File: src/rtl/word_unpack_2stage.sv
// word_unpack_2stage
//   Splits a 2*DATA_W word into two DATA_W bytes presented low byte first
//   over a Valid/Rdy handshake. A new word can be loaded on the same cycle
//   the high byte transfers, so back-to-back words stream with no gap.
//
// Ports
//   clock    rising-edge clock
//   rst      synchronous active-high reset
//   i_word   word to unpack, sampled on an accepted load
//   i_ld     load request
//   i_rdy    downstream ready
//   o_data   byte presented downstream (registered, 0 when idle)
//   o_valid  o_data is valid (registered)
//   o_busy   a word is held and not yet fully transferred
//   o_cnt    completely transferred words, modulo 256
//   o_par    (only with WORD_UNPACK_PARITY_EN) XOR reduction of o_data
//
// Optional feature macro: WORD_UNPACK_PARITY_EN adds the registered o_par port.
//
// state  | meaning
// S_IDLE | no word held, outputs quiet
// S_LO   | low byte presented
// S_HI   | high byte presented

module word_unpack_2stage #(
  parameter int DATA_W = 8
) (
  input  logic                  clock,
  input  logic                  rst,
  input  logic [2*DATA_W-1:0]   i_word,
  input  logic                  i_ld,
  input  logic                  i_rdy,
  output logic [DATA_W-1:0]     o_data,
  output logic                  o_valid,
  output logic                  o_busy,
  output logic [7:0]            o_cnt
`ifdef WORD_UNPACK_PARITY_EN
  ,
  output logic                  o_par
`endif
);

  typedef enum logic [1:0] {
    S_IDLE = 2'd0,
    S_LO   = 2'd1,
    S_HI   = 2'd2
  } state_t;

  state_t                r_state;
  logic [2*DATA_W-1:0]   r_hold;
  logic [DATA_W-1:0]     r_data;
  logic                  r_valid;
  logic                  r_busy;
  logic [7:0]            r_cnt;

  state_t                w_state_nxt;
  logic                  w_load;
  logic                  w_cnt_inc;
  logic [2*DATA_W-1:0]   w_hold_nxt;
  logic [DATA_W-1:0]     w_data_nxt;

  // Valid is 1 in both S_LO and S_HI, so a transfer there is just i_rdy.
  always_comb begin
    w_state_nxt = S_IDLE;
    w_load      = 1'b0;
    w_cnt_inc   = 1'b0;
    case (r_state)
      S_IDLE: begin
        if (i_ld) begin
          w_load      = 1'b1;
          w_state_nxt = S_LO;
        end
      end
      S_LO: begin
        w_state_nxt = i_rdy ? S_HI : S_LO;
      end
      S_HI: begin
        if (i_rdy) begin
          w_cnt_inc = 1'b1;
          // final-byte handoff: next word's low byte follows immediately
          if (i_ld) begin
            w_load      = 1'b1;
            w_state_nxt = S_LO;
          end else begin
            w_state_nxt = S_IDLE;
          end
        end else begin
          w_state_nxt = S_HI;
        end
      end
      default: w_state_nxt = S_IDLE;
    endcase
  end

  assign w_hold_nxt = w_load ? i_word : r_hold;

  // Outputs are registered from the next state so the low byte appears
  // on the cycle right after the load is accepted.
  always_comb begin
    w_data_nxt = '0;
    case (w_state_nxt)
      S_LO:    w_data_nxt = w_hold_nxt[DATA_W-1:0];
      S_HI:    w_data_nxt = w_hold_nxt[2*DATA_W-1:DATA_W];
      default: w_data_nxt = '0;
    endcase
  end

  always_ff @(posedge clock) begin
    if (rst) begin
      r_state <= S_IDLE;
      r_hold  <= '0;
      r_data  <= '0;
      r_valid <= 1'b0;
      r_busy  <= 1'b0;
      r_cnt   <= 8'd0;
    end else begin
      r_state <= w_state_nxt;
      r_hold  <= w_hold_nxt;
      r_data  <= w_data_nxt;
      r_valid <= (w_state_nxt != S_IDLE);
      r_busy  <= (w_state_nxt != S_IDLE);
      if (w_cnt_inc) r_cnt <= r_cnt + 8'd1;
    end
  end

  assign o_data  = r_data;
  assign o_valid = r_valid;
  assign o_busy  = r_busy;
  assign o_cnt   = r_cnt;

`ifdef WORD_UNPACK_PARITY_EN
  logic r_par;

  // w_data_nxt is already 0 when idle, so its parity is 0 there too.
  always_ff @(posedge clock) begin
    if (rst) r_par <= 1'b0;
    else     r_par <= ^w_data_nxt;
  end

  assign o_par = r_par;
`endif

endmodule

File: config.mk
export PLATFORM = sky130hd
export DESIGN_NAME = word_unpack_2stage
export DESIGN_NICKNAME = d
export VERILOG_FILES = /design/src/rtl/word_unpack_2stage.sv
export SDC_FILE = /design/constraint.sdc
export NUM_CORES = 1
export LEC_CHECK = 0
export BUFFER_PORTS_ARGS = -buffer_cell sky130_fd_sc_hd__buf_2
export CAP_MARGIN = 10
export CORE_MARGIN = 2
export CORE_UTILIZATION = 45
export DETAILED_ROUTE_END_ITERATION = 8
export PLACE_DENSITY = 0.7
export SLEW_MARGIN = 5
export SYNTH_ARGS = -nofsm -noshare
export SYNTH_HDL_FRONTEND = slang
export SYNTH_SLANG_ARGS = --single-unit
File: constraint.sdc
create_clock -name clock -period 1.5 [get_ports clock]
set_clock_uncertainty 0.1 [all_clocks]
set_input_delay 0.075 -clock clock [delete_from_list [all_inputs] [get_ports clock]]
set_output_delay 0.075 -clock clock [all_outputs]
set_load 0.05 [all_outputs]
==> results.sh <==
export IMPL_outcome="finished, violations left"
export IMPL_violations="negative setup slack"
export IMPL_setup_viol=8
export IMPL_setup_ws_ns=-0.09309
export IMPL_synth_top_area_cell="dfxtp_1"
export IMPL_path_class="reg -> reg"
export IMPL_maxSlewViolCount=0
export IMPL_grt_pass1_vias=1141
export IMPL_max_freq_mhz=627.7
export IMPL_grt_max_degree=28
export IMPL_cp_max_fo=8
export IMPL_ys_seq_elements=35
export IMPL_synth_edff_count=0
export IMPL_cts_tree="built"
export IMPL_min_to="o_cnt[4]"
export IMPL_p_sw_share_pct=28.14
export IMPL_cap_viol_max_count=0
export IMPL_p_total_uw=1806
export IMPL_pin_count=38
export IMPL_syn_area_mm2=0.001324
export IMPL_finalCritPeriodShare_pct=106.2
export IMPL_totalWireLength_um=2802
export IMPL_coreArea_mm2=0.002781
export IMPL_rsz0062_at_grt="true"
export IMPL_rr_worst_depth=6
export IMPL_nNetsFinal=214
export IMPL_gp_congestion=0.6970
export IMPL_seq_power_share_pct=54.9
export IMPL_syn2layout_area_growth_pct=39.04
export IMPL_synth_top_area_share_pct=52.93
export IMPL_pwr_share_clk_pct=27.2
export IMPL_synth_xor_area_share_pct=3.308
export IMPL_min_from="i_rdy"
export IMPL_hold_path_class="in -> reg"
export IMPL_yosys_area_share_adder_pct=3.781
export IMPL_clk_pin_slew_ns=0.10
export IMPL_hold_violations=0
export IMPL_fill_cells=238
export IMPL_synthFlopType="dfxtp_1"
export IMPL_synth_nets=153
export IMPL_tightest_slew_ns=0.3185
export IMPL_clk_latency_ns=0.33
export IMPL_synthSimpleGateAreaFrac_pct=16.26
export IMPL_ys_top_cells_by_count="35 x dfxtp_1, 26 x nor2_1, 17 x mux2i_1, 8 x o22ai_1, 6 x nand2_1"
export IMPL_num_vias=1102
export IMPL_critPathRequiredTime_ns=1.62
export IMPL_fin_util_pct=66.17
export IMPL_die_x_um=58.24
export IMPL_relSlewSlack_pct=78.57
export IMPL_peakVddDrop_mv=0.9839
export IMPL_yosys_warnings=0
export IMPL_cts_root_buf="clkbuf_4"
export IMPL_synthArstFlopShare_pct=0
export IMPL_ys_seq_area_share_pct=52.93
export IMPL_timing_setup_tns_ns=-0.7013
export IMPL_leakagePower_uw=0.0009015
export IMPL_cp_arrival_ns=1.72
export IMPL_vias_per_cell=4.964
export IMPL_internal_power_uw=1298
export IMPL_p_comb_share_pct=17.9
export IMPL_switchingPower_uw=508.4
export IMPL_drcViolationCount=0
export IMPL_cp_start_kind="flip-flop"
export IMPL_min_period_ns=1.593
export IMPL_diodes=0
export IMPL_synthMuxAreaShare_pct=12.85
export IMPL_drtAntennaViolNets=0
export IMPL_drtIter0Drc=19
export IMPL_dpl_hpwl_um=1874
export IMPL_syn_area_per_cell_um2=10.26
export IMPL_row_count=19
export IMPL_synth_area_leaders="dfxtp_1 53%, mux2i_1 13%, nor2_1 7.4%"
export IMPL_drtPass1Iterations=6
export IMPL_cp_end_kind="flip-flop"
export IMPL_min_path_cells=4
export IMPL_synth_compound_area_share_pct=6.238
export IMPL_netlist_instances=129
export IMPL_synth_top_family_by_area="simple AND/OR/NAND/NOR gates"
export IMPL_wl_per_cell_um=12.62
export IMPL_drive_above_1_share_pct=35.08
export IMPL_die_h_um=58.24
export IMPL_clock_sinks=35
export IMPL_htree_levels=2
export IMPL_grt_pass1_wl_um=4581
export IMPL_start_util_pct=47.59
export IMPL_yosysMostFrequentCell="dfxtp_1"
export IMPL_r2r_end="o_data[2]"
export IMPL_numCtsBuffers=5
export IMPL_pwr_density_cell_mw_per_mm2=981.4
export IMPL_track_usage_pct=18.32
export IMPL_reg2reg_slack_ns=-0.09
export IMPL_r2r_start="r_state[1]"
export IMPL_die_area_mm2=0.003391
export IMPL_antenna_found_initial=0
export IMPL_ys_types=27
export IMPL_overflow=0
export IMPL_portBuffers=37
export IMPL_clockBufferDepth=2
kinds of logic (layout without fill, tap and decap cells):
kind of cell | count (synthesis) | after routing
mux | 17 | 17
xor+xnor | 5 | 5
compound gates | 14 | 14
flops | 35 | 35
buf+inv | 9 | 71
fa+ha+maj | 4 | 4
simple gates | 45 | 45
worst max-delay path by stage:
stage / startpoint / slack, ns / end / cells after the start
4_1_cts: r_state[1] / -0.06 / o_data[5] / 6
6_report: r_state[1] / -0.09 / o_data[2] / 6
3_5_place_dp: r_state[1] / -0.07 / o_data[0] / 6
2_1_floorplan: r_state[0] / -0.002 / o_data[0] / 6
5_1_grt: r_state[1] / -0.15 / o_data[6] / 6
3_3_place_gp: r_state[1] / -0.01 / o_data[0] / 6
layout by cell type (no fill, tap or decap), drive strengths merged, types with 2 or more instances in the layout:
cell	n
buf	44
dfxtp	35
nor2	26
mux2i	17
dlygate4sd3	16
o22ai	8
clkbuf	6
nand2	6
xnor2	4
ha	4
inv	3
a21oi	3
nand3	2
nor3	2
o21ai	2
or3	2
nand3b	2
through the flow:
stage / hold WS (ns) / cells / area [µm²] / worst slack (ns)
2_1_floorplan: 0.1369 / 129 / 1359 / -0.002086
3_3_place_gp: 0.2380 / 196 / 1583 / -0.01377
3_5_place_dp: 0.2493 / 196 / 1583 / -0.07134
4_1_cts: 0.09766 / 221 / 1833 / -0.06100
5_1_grt: 0.1007 / 222 / 1841 / -0.1456
6_report: 0.1096 / 222 / 1841 / -0.09309
per-layer routing:
metal  share of wire (%)  vias to the layer above  wire [µm]  global-route usage (%)
met5                   0                        -          0                       0
met4                 1.6                        0         45                   7.973
met3                 4.7                        5        131                   6.696
met2                  53                       26       1499                   34.90
met1                  40                      513       1126                   17.28
li1                    -                      558          -                       -
what timing repair did:
item,4_1_cts,5_1_grt
gates resized for setup,6,0
hold buffers,16,0
endpoints found under the setup margin,8,8
setup buffers,1,1
hold endpoints to repair,24,0
pin swaps,12,2
flip-flops by register name (all words and copies together), names as in the netlist:
name	cells
r_hold	16
r_state	2
o_cnt	8
o_busy	1
o_data	8
critical path: stages (launching register included):
cell      delay [ns]
dfxtp_4         0.38
nand2b_1        0.12
o211ai_1        0.14
ha_1            0.30
and2b_2         0.23
nand2_4         0.12
o22ai_1         0.09
cell type report:
class	count	area [µm²]	share of cell area, %
clock inverters	2	12.51	0.6798
well taps	31	38.79	2.107
repair buffers	60	410.4	22.30
flip-flops and latches	35	714.4	38.82
clock buffers	6	41.29	2.243
inverters	3	11.26	0.6118
multi-input cells	85	611.8	33.24
power groups by stage:
stage / sequential, µW / combinational, µW / clock, µW
4_1_cts: 992 / 318 / 509
3_3_place_gp: 1010 / 271 / 0
6_report: 991 / 323 / 492
2_1_floorplan: 1060 / 161 / 0
3_5_place_dp: 1010 / 275 / 0
5_1_grt: 996 / 348 / 539
Power figures use the tool's default switching activity.
